==> src/rtl/motoro301_pkg.sv <==
// Shared types and defaults for the motoro301 three-phase dead-time guard.
// Phase states, default timing and the state-to-gate mapping live here.
package motoro301_pkg;

    typedef enum logic [1:0] {
        OFF  = 2'd0,
        DEAD = 2'd1,
        HI   = 2'd2,
        LO   = 2'd3
    } phaseState_t;

    localparam int DEAD_CYC_DEF   = 50;
    localparam int FAULT_HOLD_DEF = 5000;

    // Gate levels {xHP, xLN}; the high-side drive is active-low.
    function automatic logic [1:0] gateOf(input phaseState_t s);
        case (s)
            HI:      gateOf = 2'b00;
            LO:      gateOf = 2'b11;
            default: gateOf = 2'b10;
        endcase
    endfunction

endpackage

==> src/rtl/motoro301_dt_phase.sv <==
// One half-bridge phase: request register, OFF/DEAD/HI/LO state machine and
// dead-time counter. Gate outputs are registered from the next state.
module motoro301_dt_phase
    import motoro301_pkg::*;
#(
    parameter int DEAD_CYC = DEAD_CYC_DEF
) (
    input  logic clk50mhz,
    input  logic nReset,
    input  logic i_hiReq,
    input  logic i_loReq,
    input  logic i_kill,
    output logic o_hp,
    output logic o_ln,
    output logic o_dead
);

    localparam logic [7:0] CNT_LOAD = 8'(DEAD_CYC - 1);

    logic        r_hiReq;
    logic        r_loReq;
    phaseState_t r_state;
    logic [7:0]  r_cnt;
    logic        r_hp;
    logic        r_ln;
    logic        r_dead;

    phaseState_t w_target;
    phaseState_t w_next;
    logic        w_loadCnt;
    logic [1:0]  w_gate;

    always_comb begin
        w_target = OFF;
        if (r_hiReq && !r_loReq) begin
            w_target = HI;
        end else if (r_loReq && !r_hiReq) begin
            w_target = LO;
        end
    end

    // Any move onto a switch goes through DEAD; dropping to OFF is immediate.
    always_comb begin
        w_next    = r_state;
        w_loadCnt = 1'b0;
        if (i_kill) begin
            w_next = OFF;
        end else begin
            case (r_state)
                OFF: begin
                    if (w_target != OFF) begin
                        w_next    = DEAD;
                        w_loadCnt = 1'b1;
                    end
                end
                DEAD: begin
                    if (r_cnt == 8'd0) begin
                        w_next = w_target;
                    end
                end
                HI: begin
                    if (w_target == LO) begin
                        w_next    = DEAD;
                        w_loadCnt = 1'b1;
                    end else if (w_target == OFF) begin
                        w_next = OFF;
                    end
                end
                LO: begin
                    if (w_target == HI) begin
                        w_next    = DEAD;
                        w_loadCnt = 1'b1;
                    end else if (w_target == OFF) begin
                        w_next = OFF;
                    end
                end
                default: w_next = OFF;
            endcase
        end
    end

    assign w_gate = gateOf(w_next);

    always_ff @(posedge clk50mhz or negedge nReset) begin
        if (!nReset) begin
            r_hiReq <= 1'b0;
            r_loReq <= 1'b0;
            r_state <= OFF;
            r_cnt   <= 8'd0;
            r_hp    <= 1'b1;
            r_ln    <= 1'b0;
            r_dead  <= 1'b0;
        end else begin
            r_hiReq <= i_hiReq;
            r_loReq <= i_loReq;
            r_state <= w_next;
            r_hp    <= w_gate[1];
            r_ln    <= w_gate[0];
            r_dead  <= (w_next == DEAD);
            if (i_kill) begin
                r_cnt <= 8'd0;
            end else if (w_loadCnt) begin
                r_cnt <= CNT_LOAD;
            end else if (r_cnt != 8'd0) begin
                r_cnt <= r_cnt - 8'd1;
            end
        end
    end

    assign o_hp   = r_hp;
    assign o_ln   = r_ln;
    assign o_dead = r_dead;

endmodule

==> src/rtl/motoro301_deadtime_guard.sv <==
// Three-phase gate-drive guard: per-phase dead-time FSMs plus a shoot-through
// fault latch with a minimum hold time before it may be cleared.
module motoro301_deadtime_guard
    import motoro301_pkg::*;
#(
    parameter int DEAD_CYC   = DEAD_CYC_DEF,
    parameter int FAULT_HOLD = FAULT_HOLD_DEF
) (
    input  logic       clk50mhz,
    input  logic       nReset,
    input  logic [2:0] hiReq,
    input  logic [2:0] loReq,
    input  logic       m3forceStop,
    input  logic       faultClr,
    output logic       aHP,
    output logic       bHP,
    output logic       cHP,
    output logic       aLN,
    output logic       bLN,
    output logic       cLN,
    output logic       fault,
    output logic       tp01
);

    localparam int                HOLD_W    = $clog2(FAULT_HOLD + 1);
    localparam logic [HOLD_W-1:0] HOLD_LOAD = HOLD_W'(FAULT_HOLD);

    logic              r_fault;
    logic [HOLD_W-1:0] r_hold;
    logic              r_tp01;

    logic       w_setFault;
    logic       w_kill;
    logic [2:0] w_hp;
    logic [2:0] w_ln;
    logic [2:0] w_dead;

    // The raw set term joins the kill so no switch turns on in the set cycle.
    assign w_setFault = |(hiReq & loReq);
    assign w_kill     = m3forceStop | r_fault | w_setFault;

    for (genvar g = 0; g < 3; g++) begin : g_phase
        motoro301_dt_phase #(
            .DEAD_CYC (DEAD_CYC)
        ) u_phase (
            .clk50mhz (clk50mhz),
            .nReset   (nReset),
            .i_hiReq  (hiReq[g]),
            .i_loReq  (loReq[g]),
            .i_kill   (w_kill),
            .o_hp     (w_hp[g]),
            .o_ln     (w_ln[g]),
            .o_dead   (w_dead[g])
        );
    end

    // A new set always wins over a clear and restarts the hold window.
    always_ff @(posedge clk50mhz or negedge nReset) begin
        if (!nReset) begin
            r_fault <= 1'b0;
            r_hold  <= '0;
            r_tp01  <= 1'b0;
        end else begin
            r_tp01 <= |w_dead;
            if (w_setFault) begin
                r_fault <= 1'b1;
                r_hold  <= HOLD_LOAD;
            end else if (r_hold != '0) begin
                r_hold <= r_hold - HOLD_W'(1);
            end else if (faultClr) begin
                r_fault <= 1'b0;
            end
        end
    end

    assign {cHP, bHP, aHP} = w_hp;
    assign {cLN, bLN, aLN} = w_ln;
    assign fault           = r_fault;
    assign tp01            = r_tp01;

endmodule

==> config.mk <==
export PLATFORM = sky130hd
export DESIGN_NAME = motoro301_deadtime_guard
export DESIGN_NICKNAME = d
export VERILOG_FILES = /design/src/rtl/motoro301_pkg.sv /design/src/rtl/motoro301_dt_phase.sv /design/src/rtl/motoro301_deadtime_guard.sv
export SDC_FILE = /design/constraint.sdc
export NUM_CORES = 1
export LEC_CHECK = 0
export ABC_AREA = 1
export BUFFER_PORTS_ARGS = -buffer_cell sky130_fd_sc_hd__buf_2
export CORE_MARGIN = 2
export CORE_UTILIZATION = 40
export CTS_CLUSTER_SIZE = 20
export DETAILED_ROUTE_END_ITERATION = 8
export GPL_TIMING_DRIVEN = 0
export PLACE_DENSITY_LB_ADDON = 0.05
export REMOVE_ABC_BUFFERS = 1
export SLEW_MARGIN = 20
export SYNTH_ARGS = -nofsm -noshare
export SYNTH_HDL_FRONTEND = slang
export SYNTH_SLANG_ARGS = --single-unit
==> constraint.sdc <==
create_clock -name clk50mhz -period 1.75 [get_ports clk50mhz]
set_input_delay 0.35 -clock clk50mhz [delete_from_list [all_inputs] [get_ports clk50mhz]]
set_output_delay 0.35 -clock clk50mhz [all_outputs]
set_load 0.01 [all_outputs]
# == Word-level counts from Yosys, hierarchy flattened ==
# Index checks and enable logic that the tools add are counted.
# word_totals
regBits,60
inputBits,10
elab_cells,151
# classes
n_addsub,4
eq_ne,25
muxes,59
bitwise,3
n_reduce_logical,36
# op_table
cell,n
8-bit 2-to-1 mux,9
2-bit 2-to-1 mux,24
2-bit equality test (second input constant),18
13-bit 2-to-1 mux,2
8-bit logical NOT,3
2-bit one-hot mux with 4 select lines,3
8-bit nonzero test,3
8-bit by 1-bit subtractor with 8-bit output (second input constant),3
1-bit 2-to-1 mux,15
13-bit nonzero test,1
13-bit by 1-bit subtractor with 13-bit output (second input constant),1
2-bit by 1-bit equality test with 1-bit output (second input constant),6
2-bit logical NOT,6
2-bit one-hot mux with 2 select lines,3
2-bit nonzero test,5
1-bit one-hot mux with 3 select lines,3
3-bit nonzero test,3
1-bit logical AND,6
1-bit logical NOT,6
3-bit OR reduction,2
3-bit bitwise AND,1
2-bit != test (second input constant),1
1-bit bitwise OR,2
2-bit AND reduction,1

# == Logic depth before layout (Yosys ltp) ==
# Gate-level depths: netlist (run 1).
# logic_depth
ltp_word,11
depth_mapped,10
mapped_depth_nobuf,10

# == Modules after synthesis ==
# Synthesis (run 1) repeated with hierarchy kept, for this count alone.
# unflattened
hier_cells,432
area_unflattened_um2,3484.6
# by_module_without_submodules
mod,instances,cells_per_inst,area_per_inst_um2,seq_area_each_um2
motoro301_dt_phase,3,101,839.6,376.6
motoro301_deadtime_guard,1,129,965.9,375.4

# == Worst setup path before layout (run 1) ==
# OpenSTA, ideal clock, no wires.
# synth_path
kind,register to register
start,register g_phase[1].u_phase.r_loReq
end,register g_phase[1].u_phase.r_cnt[4]
setup_ns,0.132
arrival_time_ns,1.287
path_slack_ns,0.331
path_stages_with_launch,10
path_buffers,0
path_cell_list,dfrtp_1 -> inv_1 -> ha_1 -> inv_1 -> nand3_1 -> nand2_1 -> nor2_2 -> nand3_4 -> nand2_1 -> a21oi_1
# synth_between
elab_chain_cells,9
# synth_rtl
item,line_no,text
from (decl),motoro301_dt_phase.sv:21,logic r_loReq;
from (signal assigned),motoro301_dt_phase.sv:95,r_loReq <= i_loReq;
1-bit logical AND or 1-bit logical NOT (tied branches),"motoro301_dt_phase.sv:37, motoro301_dt_phase.sv:35",
2-bit 2-to-1 mux or 1-bit logical AND (tied branches),"motoro301_dt_phase.sv:37, motoro301_dt_phase.sv:35",
2-bit 2-to-1 mux (*),motoro301_dt_phase.sv:35,if (r_hiReq && !r_loReq) begin
"2-bit equality test, or another cell as far along",motoro301_dt_phase.sv:70,if (w_target == HI) begin
1-bit 2-to-1 mux (on tied branches),"motoro301_dt_phase.sv:70, motoro301_dt_phase.sv:51, motoro301_dt_phase.sv:62",
1-bit one-hot mux with 3 select lines (*),motoro301_dt_phase.sv:49,case (r_state)
1-bit 2-to-1 mux (*),motoro301_dt_phase.sv:46,if (i_kill) begin
8-bit 2-to-1 mux,motoro301_dt_phase.sv:102,end else if (w_loadCnt) begin
8-bit 2-to-1 mux,motoro301_dt_phase.sv:100,if (i_kill) begin
to (signal assigned),motoro301_dt_phase.sv:105,r_cnt <= r_cnt - 8'd1;
to (decl),motoro301_dt_phase.sv:23,logic [7:0] r_cnt;
# Every way passes the cells marked *; elsewhere a longest branch is shown, timed or not.
# A chain may end at the register's enable or synchronous reset.

# == Worst setup path after layout (run 1) ==
# layout_path
start,register g_phase[2].u_phase.r_loReq
end,register g_phase[2].u_phase.r_cnt[0]
# layout_between
elab_chain_cells,9
# layout_rtl
item,line_no
from (decl),motoro301_dt_phase.sv:21
from (signal assigned),motoro301_dt_phase.sv:95
1-bit logical AND or 1-bit logical NOT (tied branches),"motoro301_dt_phase.sv:37, motoro301_dt_phase.sv:35"
2-bit 2-to-1 mux or 1-bit logical AND (tied branches),"motoro301_dt_phase.sv:37, motoro301_dt_phase.sv:35"
2-bit 2-to-1 mux (*),motoro301_dt_phase.sv:35
"2-bit equality test, or another cell as far along",motoro301_dt_phase.sv:70
1-bit 2-to-1 mux (on tied branches),"motoro301_dt_phase.sv:70, motoro301_dt_phase.sv:51, motoro301_dt_phase.sv:62"
1-bit one-hot mux with 3 select lines (*),motoro301_dt_phase.sv:49
1-bit 2-to-1 mux (*),motoro301_dt_phase.sv:46
8-bit 2-to-1 mux,motoro301_dt_phase.sv:102
8-bit 2-to-1 mux,motoro301_dt_phase.sv:100
to (signal assigned),motoro301_dt_phase.sv:105
to (decl),motoro301_dt_phase.sv:23
# Marks and branches as above.

==> results.txt, run 1 <==
* Required @ worst endpoint: 2040 ps
- Static leakage: 2.01 nW
* Worst voltage drop across the vdd grid: 0.379 mV
* Maximum clock insertion buffer count: 2
- Port buffering added 17 buffers.
- Register clock-pin slew on the reported worst setup and hold paths: 80 ps
* Number of cells traversed by the worst register-to-register path: 9
- Tightest Hold Check Type: input pin to flop
- Of the cells placed in the final design, the portion with a size suffix greater than 1 is 0.190.
- The total area inside the core boundary comes to 0.00818 mm².
- Count of placed standard cells in the final layout, fillers left out: 542
- For this run, the share of the core covered by cells in the final layout is 0.468.
* Number of antenna repair diodes: 0
* Type of the setup path with the least slack: flop to flop
* Worst hold path cell count: 1
- Vias in the first global route: 2,431
- Adder and majority gate portion of the synthesized area: 0.0521
- Synthesized instance count: 402
- Starting utilization of the core area: 0.411
- For this run, the total global-route usage over all layers was measured as 0.163.
- Drt drc: 0
- Fin crit period: 1590 ps
- The final layout contains 456 nets.
- Via count normalized by instance count: 4.77
- Count of pins over their slew limit: 0
- Averaged over all synthesized cells, the footprint is 8.36 µm².
* Number of routed nets with antenna violations: 0
- Number of antenna violations at the first check in global routing: 0
- Detailed-placement wirelength estimate: 4770 µm
- Summed over all layers, the routed wires come to 6510 µm.
- Global-route wire length before repair: 11,200 µm
* Detailed Routing Iterations Pass 1: 4
- Between clock sinks in the finished design, the worst skew comes to 12.6 ps.
* Hold slack: 138 ps
* Combinational family with the most area after synthesis: simple AND/OR/NAND/NOR gates
- Crit path setup slack, layout: 156 ps
* Number of sinks on the clock net: 60
- The finished cells cover 0.00382 mm².
- Routed wire per std cell: 12.0 µm
* Run status: complete, no violations
* Max capacitance violation total: 0
- Routability-driven placement finished with a final weighted congestion of 0.842.
- After synthesis, the share of cell area in mux cells is 0.
- Seq cells post-synth: 60
* Total Power Consumption: 3.04 mW
- Relative to the synthesized area, the layout overhead comes to 13.8%.
* Basic-gate share of the synthesized area counting and, or, nand and nor cells: 0.298
* Setup TNS: 0 ps
- Clock tree from TritonCTS: yes
- For this run, the register share of the synthesized area comes to 0.448.
* Post-synth top area cell: dfrtp_1
- Total die area: 0.00915 mm²
- Pwr dens: 795 mW/mm²
* Signal arrival time at the worst endpoint: 1880 ps
- Synth area leaders: dfrtp_1 42%, nand2_1 6.8%, inv_1 6.7%, nor2_1 6.5%, ha_1 5.2%
- Remaining max-slew budget at the tightest pin: 0.749
* Transition time at the pin with the least slew margin: 376 ps
- Worst setup slack before clock tree synthesis: 27.5 ps
- After global routing the overflow that remains totals 0.
* Row count: 33
- The worst setup path is captured at a flop.
- Along the worst path, the maximum fanout reaches 5.
- Of the total synthesized cell area, the portion taken by XOR and XNOR cells is 0.0521.
- Number of setup violations in the final report: 0
* Die width: 95.6 µm
- Final critical-path share of the clock period: 0.911
* Most frequent standard cell in the layout excluding fill and tap cells: nand2_1
- The total count of hold-check failures in the final report was 0.
- For this run, the number of Yosys warnings is 0.
- The mapped netlist covers 0.00336 mm².
* Placed standard-cell area: 0.00358 mm²
* H-tree levels: 3
- Die H: 95.6 µm
- Setup repair after global routing left no endpoint under its margin.
* Num CTS Buffers: 9
- Fraction of the mapped netlist area in compound gates: 0.0644
* # placed instances: 523
- Across all layers, the routed design uses 2,585 vias.
- Timing-limited maximum frequency: 627 MHz
- Violation count after the first detailed-routing iteration: 61
- Leading cell types in the layout, fill and taps excluded: 61 x nand2_1, 60 x inv_1, 58 x nor2_1, 57 x dfrtp_1, 26 x nand3_1
* Library cells used by synthesis: 39
- Clock latency on the worst-skew pair, taken at its later pin, is 350 ps.
- Of the post-synthesis cell area, the dominant cell type holds 0.425.
- Sort of element at the start of the critical path: flop
- Clock Root Buffer: clkbuf_8
* Maximum number of pins on one net before global-route repair: 34
* Number of fill cells in the layout: 813
* Top-level port count: 18
[cell usage after synthesis]
cell / number
nand2_1: 61
nor2_2: 5
o211ai_2: 1
nand2_8: 1
nor4_1: 1
dfstp_2: 3
xor2_1: 17
inv_6: 1
a31oi_1: 2
nand4_1: 12
xnor2_1: 3
clkinv_4: 1
o21bai_1: 1
nor3_1: 12
nor2_4: 5
inv_2: 6
nor2_1: 58
buf_8: 1
o21ai_2: 2
nand3_2: 2
or2_4: 1
a21oi_2: 4
nand2_2: 7
buf_4: 1
o21ai_1: 4
ha_1: 14
and2_1: 1
inv_1: 60
nand3b_2: 1
or2_2: 4
a21oi_1: 10
dfrtp_1: 57
nand3_4: 2
nand3_1: 26
o22ai_1: 1
o21ai_0: 11
nor3_2: 1
or3_1: 1
nand3b_1: 1
[layer usage]
metal	wire length [µm]	vias up	track usage
met5	0	-	0
met4	124	0	0.0714
met3	198	11	0.0427
met2	2910	31	0.248
met1	3270	1209	0.219
li1	-	1334	-
[kinds of logic (layout without fill, tap and decap cells)]
| group | Yosys count | after routing |
|---|---|---|
| xor+xnor | 20 | 20 |
| compound gates | 36 | 36 |
| simple gates | 202 | 202 |
| buf+inv | 70 | 105 |
| flops | 60 | 60 |
| fa+ha+maj | 14 | 14 |
[flip-flops by register name, summed over array words and instances (netlist names)]
name	count
fault	1
g_phase.u_phase.o_dead	3
g_phase.u_phase.o_hp	3
g_phase.u_phase.o_ln	3
g_phase.u_phase.r_cnt	24
g_phase.u_phase.r_hiReq	3
g_phase.u_phase.r_loReq	3
g_phase.u_phase.r_state	6
r_hold	13
tp01	1
[critical path, stage by stage (launching register included)]
cell	delay (ps)
dfrtp_1	370
inv_1	50
ha_1	300
inv_1	130
nand2_1	110
o211ai_2	140
inv_2	120
nand3_2	90
nand2_2	90
o21ai_2	120
[layout make-up]
cell class              instances  area [µm²]  area share
repair buffers                 21         133      0.0347
flip-flops and latches         60        1510       0.394
clock inverters                 4        48.8      0.0128
clock buffers                  12         155      0.0406
multi-input cells             272        1580       0.414
inverters                      68         265      0.0694
well taps                     105         131      0.0344
[path summary, 6_finish.rpt]
check | startpoint | to | slack [ps]
worst max-delay path | g_phase[2].u_phase.r_loReq | g_phase[2].u_phase.r_cnt[0] | 160
min in group asynchronous | nReset | g_phase[1].u_phase.r_cnt[7] | 480
worst min-delay path | loReq[1] | g_phase[1].u_phase.r_loReq | 140
worst min register to register | g_phase[2].u_phase.o_dead | tp01 | 430
max in group asynchronous | nReset | g_phase[0].u_phase.o_hp | 710
worst max register to register | g_phase[2].u_phase.r_loReq | g_phase[2].u_phase.r_cnt[0] | 160
[repair_timing]
action | CTS | global route
hold buffers | 1 | 0
endpoints found under the setup margin | 0 | 7
buffers inserted | 0 | 2
gates resized for setup | 0 | 2
endpoints found under the hold margin | 27 | 0
[report_power, final]
part	total (mW)	switching [mW]	leakage [nW]	internal (mW)
Clock	1.30	0.565	0.106	0.733
Combinational	0.289	0.191	1.12	0.0979
Sequential	1.45	0.0314	0.781	1.42
Total	3.04	0.787	2.01	2.25
Note: power is estimated with default switching activity, not from simulation.
==> run 2, diff against run 1 <==
==> constraint.sdc (replaced) <==
create_clock -name clk50mhz -period 1.5 [get_ports clk50mhz]
set_input_delay 0.3 -clock clk50mhz [delete_from_list [all_inputs] [get_ports clk50mhz]]
set_output_delay 0.3 -clock clk50mhz [all_outputs]
set_load 0.01 [all_outputs]
==> run 2 against run 1 <==
Net effect:
- fmax grew 9.0%
- critical path depth did not move
- count of clock-buffer cells in the layout is the same
==> results.txt, run 2 (synthesis results as in run 1) <==
- The overall die width came to 95.6 µm (unchanged).
* Destination of the worst register-to-register timing path: g_phase[2].u_phase.o_ln (was g_phase[2].u_phase.r_cnt[0])
- The total stage count of the critical path came to 9 (unchanged).
- The worst setup slack after placement was -181 ps (was 27.5 ps).
- Die H: 95.6 µm (unchanged)
- The post-layout net count is 473 (was 456).
- Final Util: 0.510 (was 0.468)
* Total core area: 0.00818 mm² (unchanged)
* Setup TNS: 0 ps (unchanged)
- Maximum clock insertion buffer count: 2 (unchanged)
- Largest registers: g_phase.u_phase.r_cnt x24, r_hold x13, g_phase.u_phase.r_state x6 (unchanged).
- The actual transition at the worst max-transition pin was 379 ps (was 376 ps).
* Total non-filler cell area in the finished layout: 0.00417 mm² (was 0.00382 mm²)
- Top fanout value on the critical path: 4 (was 5)
- Number of buffers and inverters on the critical path: 3 (unchanged)
- Global Route Usage Sum: 0.165 (was 0.163)
* Via count normalized by instance count: 4.77 (about the same)
- The pin count of the biggest net entering global routing came to 34 (unchanged).
- Pwr dens: 874 mW/mm² (was 795 mW/mm²)
- The register containing the most flip-flops in the final layout was g_phase.u_phase.r_cnt (unchanged).
- The hold path startpoint was hiReq[1] (was loReq[1]).
- Leading cell types in the layout, fill and taps excluded: 57 x dfrtp_1, 53 x nand2_1, 52 x nor2_1, 50 x inv_1, 19 x buf_4 (was 61 x nand2_1, 60 x inv_1, 58 x nor2_1, 57 x dfrtp_1, 26 x nand3_1).
- The total DRC errors in the routed layout is 0 (unchanged).
- Sort of element at the start of the critical path: flop (unchanged)
- Routed via count: 2,669 (was 2,585)
* Number of routed nets with antenna violations: 0 (unchanged)
- The number of cells in the finished layout apart from fillers came to 559 (was 542).
- The final-layout fill cell count came to 784 (was 813).
- The number of top-level pins came to 18 (unchanged).
* Total Power Consumption: 3.64 mW (was 3.04 mW)
- The net load switching power came to 971 µW (was 787 µW).
- The portion of total power attributed to combinational logic came to 0.114 (was 0.095).
- Signal arrival time at the worst endpoint: 1740 ps (was 1880 ps)
- Final-report hold violation count: 0 (unchanged)
- Vias in the first global route: 2,494 (was 2,431)
* Number of antenna repair diodes: 0 (unchanged)
- Routed wire per std cell: 12.7 µm (was 12.0 µm)
- The minimum setup slack in the final design is 37.8 ps (was 156 ps).
* Slowest cell delay on critical path: 380 ps (was 370 ps)
* Kind of cell adding the most delay to the critical path: flip-flops (unchanged)
* Count of pins over their slew limit: 0 (unchanged)
- The placed standard-cell area is 0.00358 mm² (unchanged).
* Leftover overflow at the end of global routing: 0 (unchanged)
- Violation count after the first detailed-routing iteration: 58 (was 61)
- The global-route wire length before repair came to 11,400 µm (was 11,200 µm).
* Timing-limited maximum frequency: 684 MHz (was 627 MHz)
* Proportion of power drawn by the clock network: 0.419 (was 0.427)
* H-tree levels: 3 (unchanged)
- Total die area: 0.00915 mm² (unchanged)
* CP max-delay cell: dfrtp_1 (unchanged)
* Ratio of cells with drive above 1 in the final layout: 0.317 (was 0.190)
- Most frequent standard cell in the layout excluding fill and tap cells: dfrtp_1 (was nand2_1)
- The most used cell along the critical path is inv_1 (unchanged).
- RSZ-0062 raised after global routing: yes (was no).
- The share of the clock period used by the worst path is 0.975 (was 0.911).
* Worst setup EP type: flop (unchanged)
* Hold slack: 81.1 ps (was 138 ps)
* Type of the setup path with the least slack: flop to flop (unchanged)
- Number of antenna violations at the first check in global routing: 0 (unchanged)
- Cells along the critical path: inv_1, ha_4, inv_2, nor2_1, o21ai_0, inv_1, nand2_1, nand2_2, a21oi_1 (was inv_1, ha_1, inv_1, nand2_1, o211ai_2, inv_2, nand3_2, nand2_2, o21ai_2)
* Static leakage: 2.13 nW (was 2.01 nW)
* Flip-flop count of the largest register, all copies and words added: 24 (unchanged)
- Run status: complete, no violations (unchanged).
* Register-to-Register Setup Slack: 40 ps (was 160 ps)
- Remaining max-slew budget at the tightest pin: 0.748 (was 0.749)
* Row count: 33 (unchanged)
* Starting utilization of the core area: 0.411 (unchanged)
- Layout Area Growth over Synthesis: 24.1% (was 13.8%)
- Num CTS Buffers: 9 (unchanged)
- Proportion of power drawn by flip-flops and latches: 0.467 (was 0.478)
- # port buffers: 17 (unchanged)
- The worst-case reg-to-reg path depth was 9 (unchanged).
* Number of setup violations in the final report: 0 (unchanged)
- The endpoint of the worst hold path is g_phase[1].u_phase.r_hiReq (was g_phase[1].u_phase.r_loReq).
* Final weighted congestion of routability-driven global placement: 0.842 (unchanged)
- The worst-skew pair later-pin latency is 360 ps (was 350 ps).
- The switching part of the total was 0.267 (was 0.259).
- The final clock skew was 13.3 ps (was 12.6 ps).
* Fin crit period: 1460 ps (was 1590 ps)
* Worst voltage drop across the vdd grid: 0.407 mV (was 0.379 mV)
* Required @ worst endpoint: 1770 ps (was 2040 ps)
* Area taken by multi-input logic gates: 0.00179 mm² (was 0.00158 mm²)
- The startpoint of the worst register-to-register path was g_phase[2].u_phase.r_loReq (unchanged).
- The type of the most critical hold path is input pin to flop (unchanged).
* # placed instances: 523 (unchanged)
- Max capacitance violation total: 0 (unchanged)
- The internal power contribution came to 2.67 mW (was 2.25 mW).
- The first-pass iteration count of the detailed router was 4 (unchanged).
- Detailed-placement wirelength estimate: 4770 µm (unchanged)
- Clock tree from TritonCTS: yes (unchanged)
* Register clock-pin slew on the reported worst setup and hold paths: 70 ps (was 80 ps)
* Worst hold path cell count: 1 (unchanged)
* Number of sinks on the clock net: 60 (unchanged)
- The sequential cell area was 0.00151 mm² (unchanged).
- The clock root buffer master is clkbuf_8 (unchanged).
- The total routed wirelength came to 7070 µm (was 6510 µm).
-- run 2: what timing repair did --
action                                  in CTS  in global routing
endpoints found under the setup margin      37                 47
hold buffers                                 1                  0
setup buffers                                6                 13
endpoints found under the hold margin       27                  0
pin swaps                                    7                 18
gates resized for setup                     15                 44
-- run 2: cell type report --
cell class              instances  share of cell area
clock buffers                  12              0.0372
clock inverters                 4              0.0117
inverters                      68              0.0642
multi-input cells             272               0.429
flip-flops and latches         60               0.361
well taps                     105              0.0315
repair buffers                 38              0.0654
-- run 2: worst max path at each step --
stage / endpoint / start / slack, ps
final: g_phase[2].u_phase.o_ln / g_phase[2].u_phase.r_loReq / 40
after global routing: g_phase[2].u_phase.o_dead / g_phase[2].u_phase.r_loReq / -70
after CTS: g_phase[1].u_phase.r_cnt[4] / g_phase[1].u_phase.r_hiReq / 2
after detailed placement: g_phase[1].u_phase.r_cnt[1] / g_phase[1].u_phase.r_loReq / -180
after global placement: g_phase[0].u_phase.r_cnt[3] / hiReq[0] / -190
after floorplan: g_phase[1].u_phase.r_cnt[4] / g_phase[1].u_phase.r_loReq / 80
-- run 2: power groups by stage --
stage,combinational [mW],clock [mW],sequential (mW)
3_3_place_gp,0.319,0,1.72
6_report,0.415,1.53,1.70
5_1_grt,0.468,1.66,1.70
3_5_place_dp,0.324,0,1.72
4_1_cts,0.356,1.58,1.69
2_1_floorplan,0.219,0,1.71
-- run 2: layer usage --
metal	share of wire	GRT usage
met1	0.49	0.219
met2	0.47	0.252
met3	0.026	0.0435
met4	0.020	0.0750
met5	0	0
==> run 3, diff against run 2 <==
--- a/config.mk
+++ b/config.mk
@@ -7,8 +7,10 @@
 export LEC_CHECK = 0
 export ABC_AREA = 1
 export BUFFER_PORTS_ARGS = -buffer_cell sky130_fd_sc_hd__buf_2
+export CAP_MARGIN = 20
 export CORE_MARGIN = 2
 export CORE_UTILIZATION = 40
+export CTS_BUF_LIST = sky130_fd_sc_hd__clkbuf_2 sky130_fd_sc_hd__clkbuf_4 sky130_fd_sc_hd__clkbuf_8
 export CTS_CLUSTER_SIZE = 20
 export DETAILED_ROUTE_END_ITERATION = 8
 export GPL_TIMING_DRIVEN = 0
==> run 3 against run 2 <==
Net effect:
- via count is 0.64% higher
- worst setup slack improved by 21 ps
- sequential power about the same
- critical endpoint is now g_phase[0].u_phase.r_cnt[7]
- total power grew 0.42%
- clock power about the same
==> results.txt, run 3 (synthesis results as in run 1) <==
- Run status: complete, no violations (unchanged).
- The power density over the cells was 877 mW/mm² (was 874 mW/mm²).
- The cell area after layout is 0.00417 mm² (about the same).
- The net load switching power came to 968 µW (was 971 µW).
- The total DRC errors in the routed layout is 0 (unchanged).
* Number of antenna repair diodes: 0 (unchanged)
- Number of cells traversed by the worst register-to-register path: 5 (was 9)
- Static leakage: 2.14 nW (was 2.13 nW)
- The post-layout net count is 473 (unchanged).
- The total count of hold-check failures in the final report was 0 (unchanged).
* Register clock-pin slew on the reported worst setup and hold paths: 80 ps (was 70 ps)
- The vias per cell was 4.81 (was 4.77).
- The kind of cell adding the most delay to the critical path is simple AND/OR/NAND/NOR gates (was flip-flops).
- The clock network fraction of design power is 0.421 (was 0.419).
- The routability congestion estimate from global placement was 0.842 (unchanged).
- The die area was 0.00915 mm² (unchanged).
* Register-to-Register Setup Slack: 60 ps (was 40 ps)
* RSZ-0062 raised after global routing: yes (unchanged)
* Destination of the worst register-to-register timing path: g_phase[0].u_phase.r_cnt[7] (was g_phase[2].u_phase.o_ln)
- The cell with the largest stage delay on the worst path is dfrtp_1 (unchanged).
- The kind of start point of the critical path is a flop (unchanged).
- Largest registers: g_phase.u_phase.r_cnt x24, r_hold x13, g_phase.u_phase.r_state x6 (unchanged).
* Met1 GRT Util: 0.219 (unchanged)
- Worst hold path cell count: 1 (unchanged)
- The max-capacitance violation count came to 0 (unchanged).
- Detailed Routing Iterations Pass 1: 4 (unchanged)
- Leading cell types in the layout, fill and taps excluded: 57 x dfrtp_1, 53 x nand2_1, 52 x nor2_1, 50 x inv_1, 19 x buf_4 (unchanged)
* Number of antenna violations at the first check in global routing: 0 (unchanged)
- The global router's overall resource usage was 0.165 (about the same).
* Proportion of power drawn by flip-flops and latches: 0.465 (was 0.467)
- Worst setup EP type: flop (unchanged)
- Setup TNS: 0 ps (unchanged)
- The required time at the endpoint of the critical path was 1770 ps (about the same).
* Flip-flop count of the largest register, all copies and words added: 24 (unchanged)
- The maximum resistive drop on vdd is 0.407 mV (about the same).
* Maximum clock insertion buffer count: 2 (unchanged)
* Worst min-delay path endpoint: g_phase[1].u_phase.r_hiReq (unchanged)
- The portion of total power attributed to combinational logic came to 0.114 (about the same).
- The time the final worst path needs with I/O delays and setup was 1440 ps (was 1460 ps).
- Top fanout value on the critical path: 3 (was 4)
* Grt met2 use: 0.253 (was 0.252)
- The highest cell delay on the worst timing path is 410 ps (was 380 ps).
- The total setup violations reported at the end of the flow was 0 (unchanged).
* Switching part of the total power: 0.265 (was 0.267)
* Leftover overflow at the end of global routing: 0 (unchanged)
* Vias in the first global route: 2,492 (was 2,494)
* Internal power consumption: 2.69 mW (was 2.67 mW)
- The initial standard-cell utilization of the core was 0.411 (unchanged).
- The wire length per cell after detailed routing came to 12.7 µm (about the same).
* Remaining max-slew budget at the tightest pin: 0.748 (about the same)
* Global-route wire length before repair: 11,400 µm (about the same)
- Violation count after the first detailed-routing iteration: 78 (was 58)
- The number of top-level pins is 18 (unchanged).
- Busiest layer in global routing: met2 (unchanged)
- Die width: 95.6 µm (unchanged)
* Most frequent standard cell in the layout excluding fill and tap cells: dfrtp_1 (unchanged)
- The type of the worst setup path was flop to flop (unchanged).
- Final Util: 0.510 (about the same)
- The share of the clock period used by the worst path was 0.961 (was 0.975).
- Row count: 33 (unchanged)
- Num CTS Buffers: 9 (unchanged)
* Maximum number of pins on one net before global-route repair: 34 (unchanged)
- Number of routed nets with antenna violations: 0 (unchanged)
- H-tree levels: 3 (unchanged)
* Routed wire length: 7120 µm (was 7070 µm)
- The share of layout cells above drive strength 1 was 0.319 (was 0.317).
* Tightest Hold Check Type: input pin to flop (unchanged)
* Count of pins over their slew limit: 0 (unchanged)
- Largest Register: g_phase.u_phase.r_cnt (unchanged)
- The post-placement cell count is 523 (unchanged).
- Setup Skew: 13.5 ps (was 13.3 ps)
* Timing-limited maximum frequency: 694 MHz (was 684 MHz)
- The clock root buffer master was clkbuf_8 (unchanged).
- The met3 usage came to 0.0435 (unchanged).
* Count of placed standard cells in the final layout, fillers left out: 559 (unchanged)
- # port buffers: 17 (unchanged)
- Total Power Consumption: 3.66 mW (was 3.64 mW)
- The hold path startpoint is hiReq[1] (unchanged).
- Latest clock arrival within the worst-skew pair: 350 ps (was 360 ps)
- The startpoint of the worst register-to-register path is g_phase[0].u_phase.r_cnt[1] (was g_phase[2].u_phase.r_loReq).
- Cells along the critical path: buf_4, nor3_2, nand3_1, or2_2, a21oi_2 (was inv_1, ha_4, inv_2, nor2_1, o21ai_0, inv_1, nand2_1, nand2_2, a21oi_1)
- The minimum setup slack in the final design is 58.5 ps (was 37.8 ps).
* Routed via count: 2,686 (was 2,669)
- The total core area was 0.00818 mm² (unchanged).
* Placed standard-cell area: 0.00358 mm² (unchanged)
* Signal arrival time at the worst endpoint: 1720 ps (was 1740 ps)
* Number of sinks on the clock net: 60 (unchanged)
- Clock tree from TritonCTS: yes (unchanged)
* Worst setup slack before clock tree synthesis: -181 ps (unchanged)
* Detailed-placement wirelength estimate: 4770 µm (unchanged)
- Hold slack: 80.8 ps (was 81.1 ps)
- Layout Area Growth over Synthesis: 24.2% (was 24.1%)
- The actual transition at the worst max-transition pin is 378 ps (was 379 ps).
- Die H: 95.6 µm (unchanged)
* Number of buffers and inverters on the critical path: 1 (was 3)
* Number of fill cells in the layout: 784 (unchanged)
## run 3: repair_timing
action / CTS / global route
hold buffers: 1 / 0
hold endpoints to repair: 27 / 0
pin swaps: 7 / 18
endpoints found under the setup margin: 37 / 47
gates resized for setup: 15 / 44
setup buffers: 6 / 13
## run 3: final cells by class
type	count	area [µm²]	area share
multi-input cells	272	1790	0.428
clock inverters	4	48.8	0.0117
flip-flops and latches	60	1510	0.361
inverters	68	268	0.0642
well taps	105	131	0.0315
repair buffers	38	273	0.0654
clock buffers	12	159	0.0381
## run 3: worst max-delay path by stage
| stage | slack [ps] | end | from | cells past startpoint |
|---|---|---|---|---|
| 2_1_floorplan | 80 | g_phase[1].u_phase.r_cnt[4] | g_phase[1].u_phase.r_loReq | 9 |
| 3_3_place_gp | -190 | g_phase[0].u_phase.r_cnt[3] | hiReq[0] | 9 |
| 3_5_place_dp | -180 | g_phase[1].u_phase.r_cnt[1] | g_phase[1].u_phase.r_loReq | 8 |
| 4_1_cts | 2 | g_phase[1].u_phase.r_cnt[4] | g_phase[1].u_phase.r_hiReq | 8 |
| 5_1_grt | -60 | g_phase[2].u_phase.o_dead | g_phase[2].u_phase.r_loReq | 9 |
| 6_report | 60 | g_phase[0].u_phase.r_cnt[7] | g_phase[0].u_phase.r_cnt[1] | 5 |
## run 3: power by group through the flow
stage | sequential (mW) | clock (mW) | combinational (mW)
after floorplan | 1.71 | 0 | 0.219
after global placement | 1.72 | 0 | 0.319
after detailed placement | 1.72 | 0 | 0.324
after CTS | 1.69 | 1.60 | 0.356
after global routing | 1.70 | 1.67 | 0.468
final | 1.70 | 1.54 | 0.416
## run 3: per-layer routing
| layer | vias to the layer above | share of wire |
|---|---|---|
| li1 | 1369 | - |
| met1 | 1271 | 0.48 |
| met2 | 33 | 0.47 |
| met3 | 13 | 0.027 |
| met4 | 0 | 0.020 |
| met5 | - | 0 |
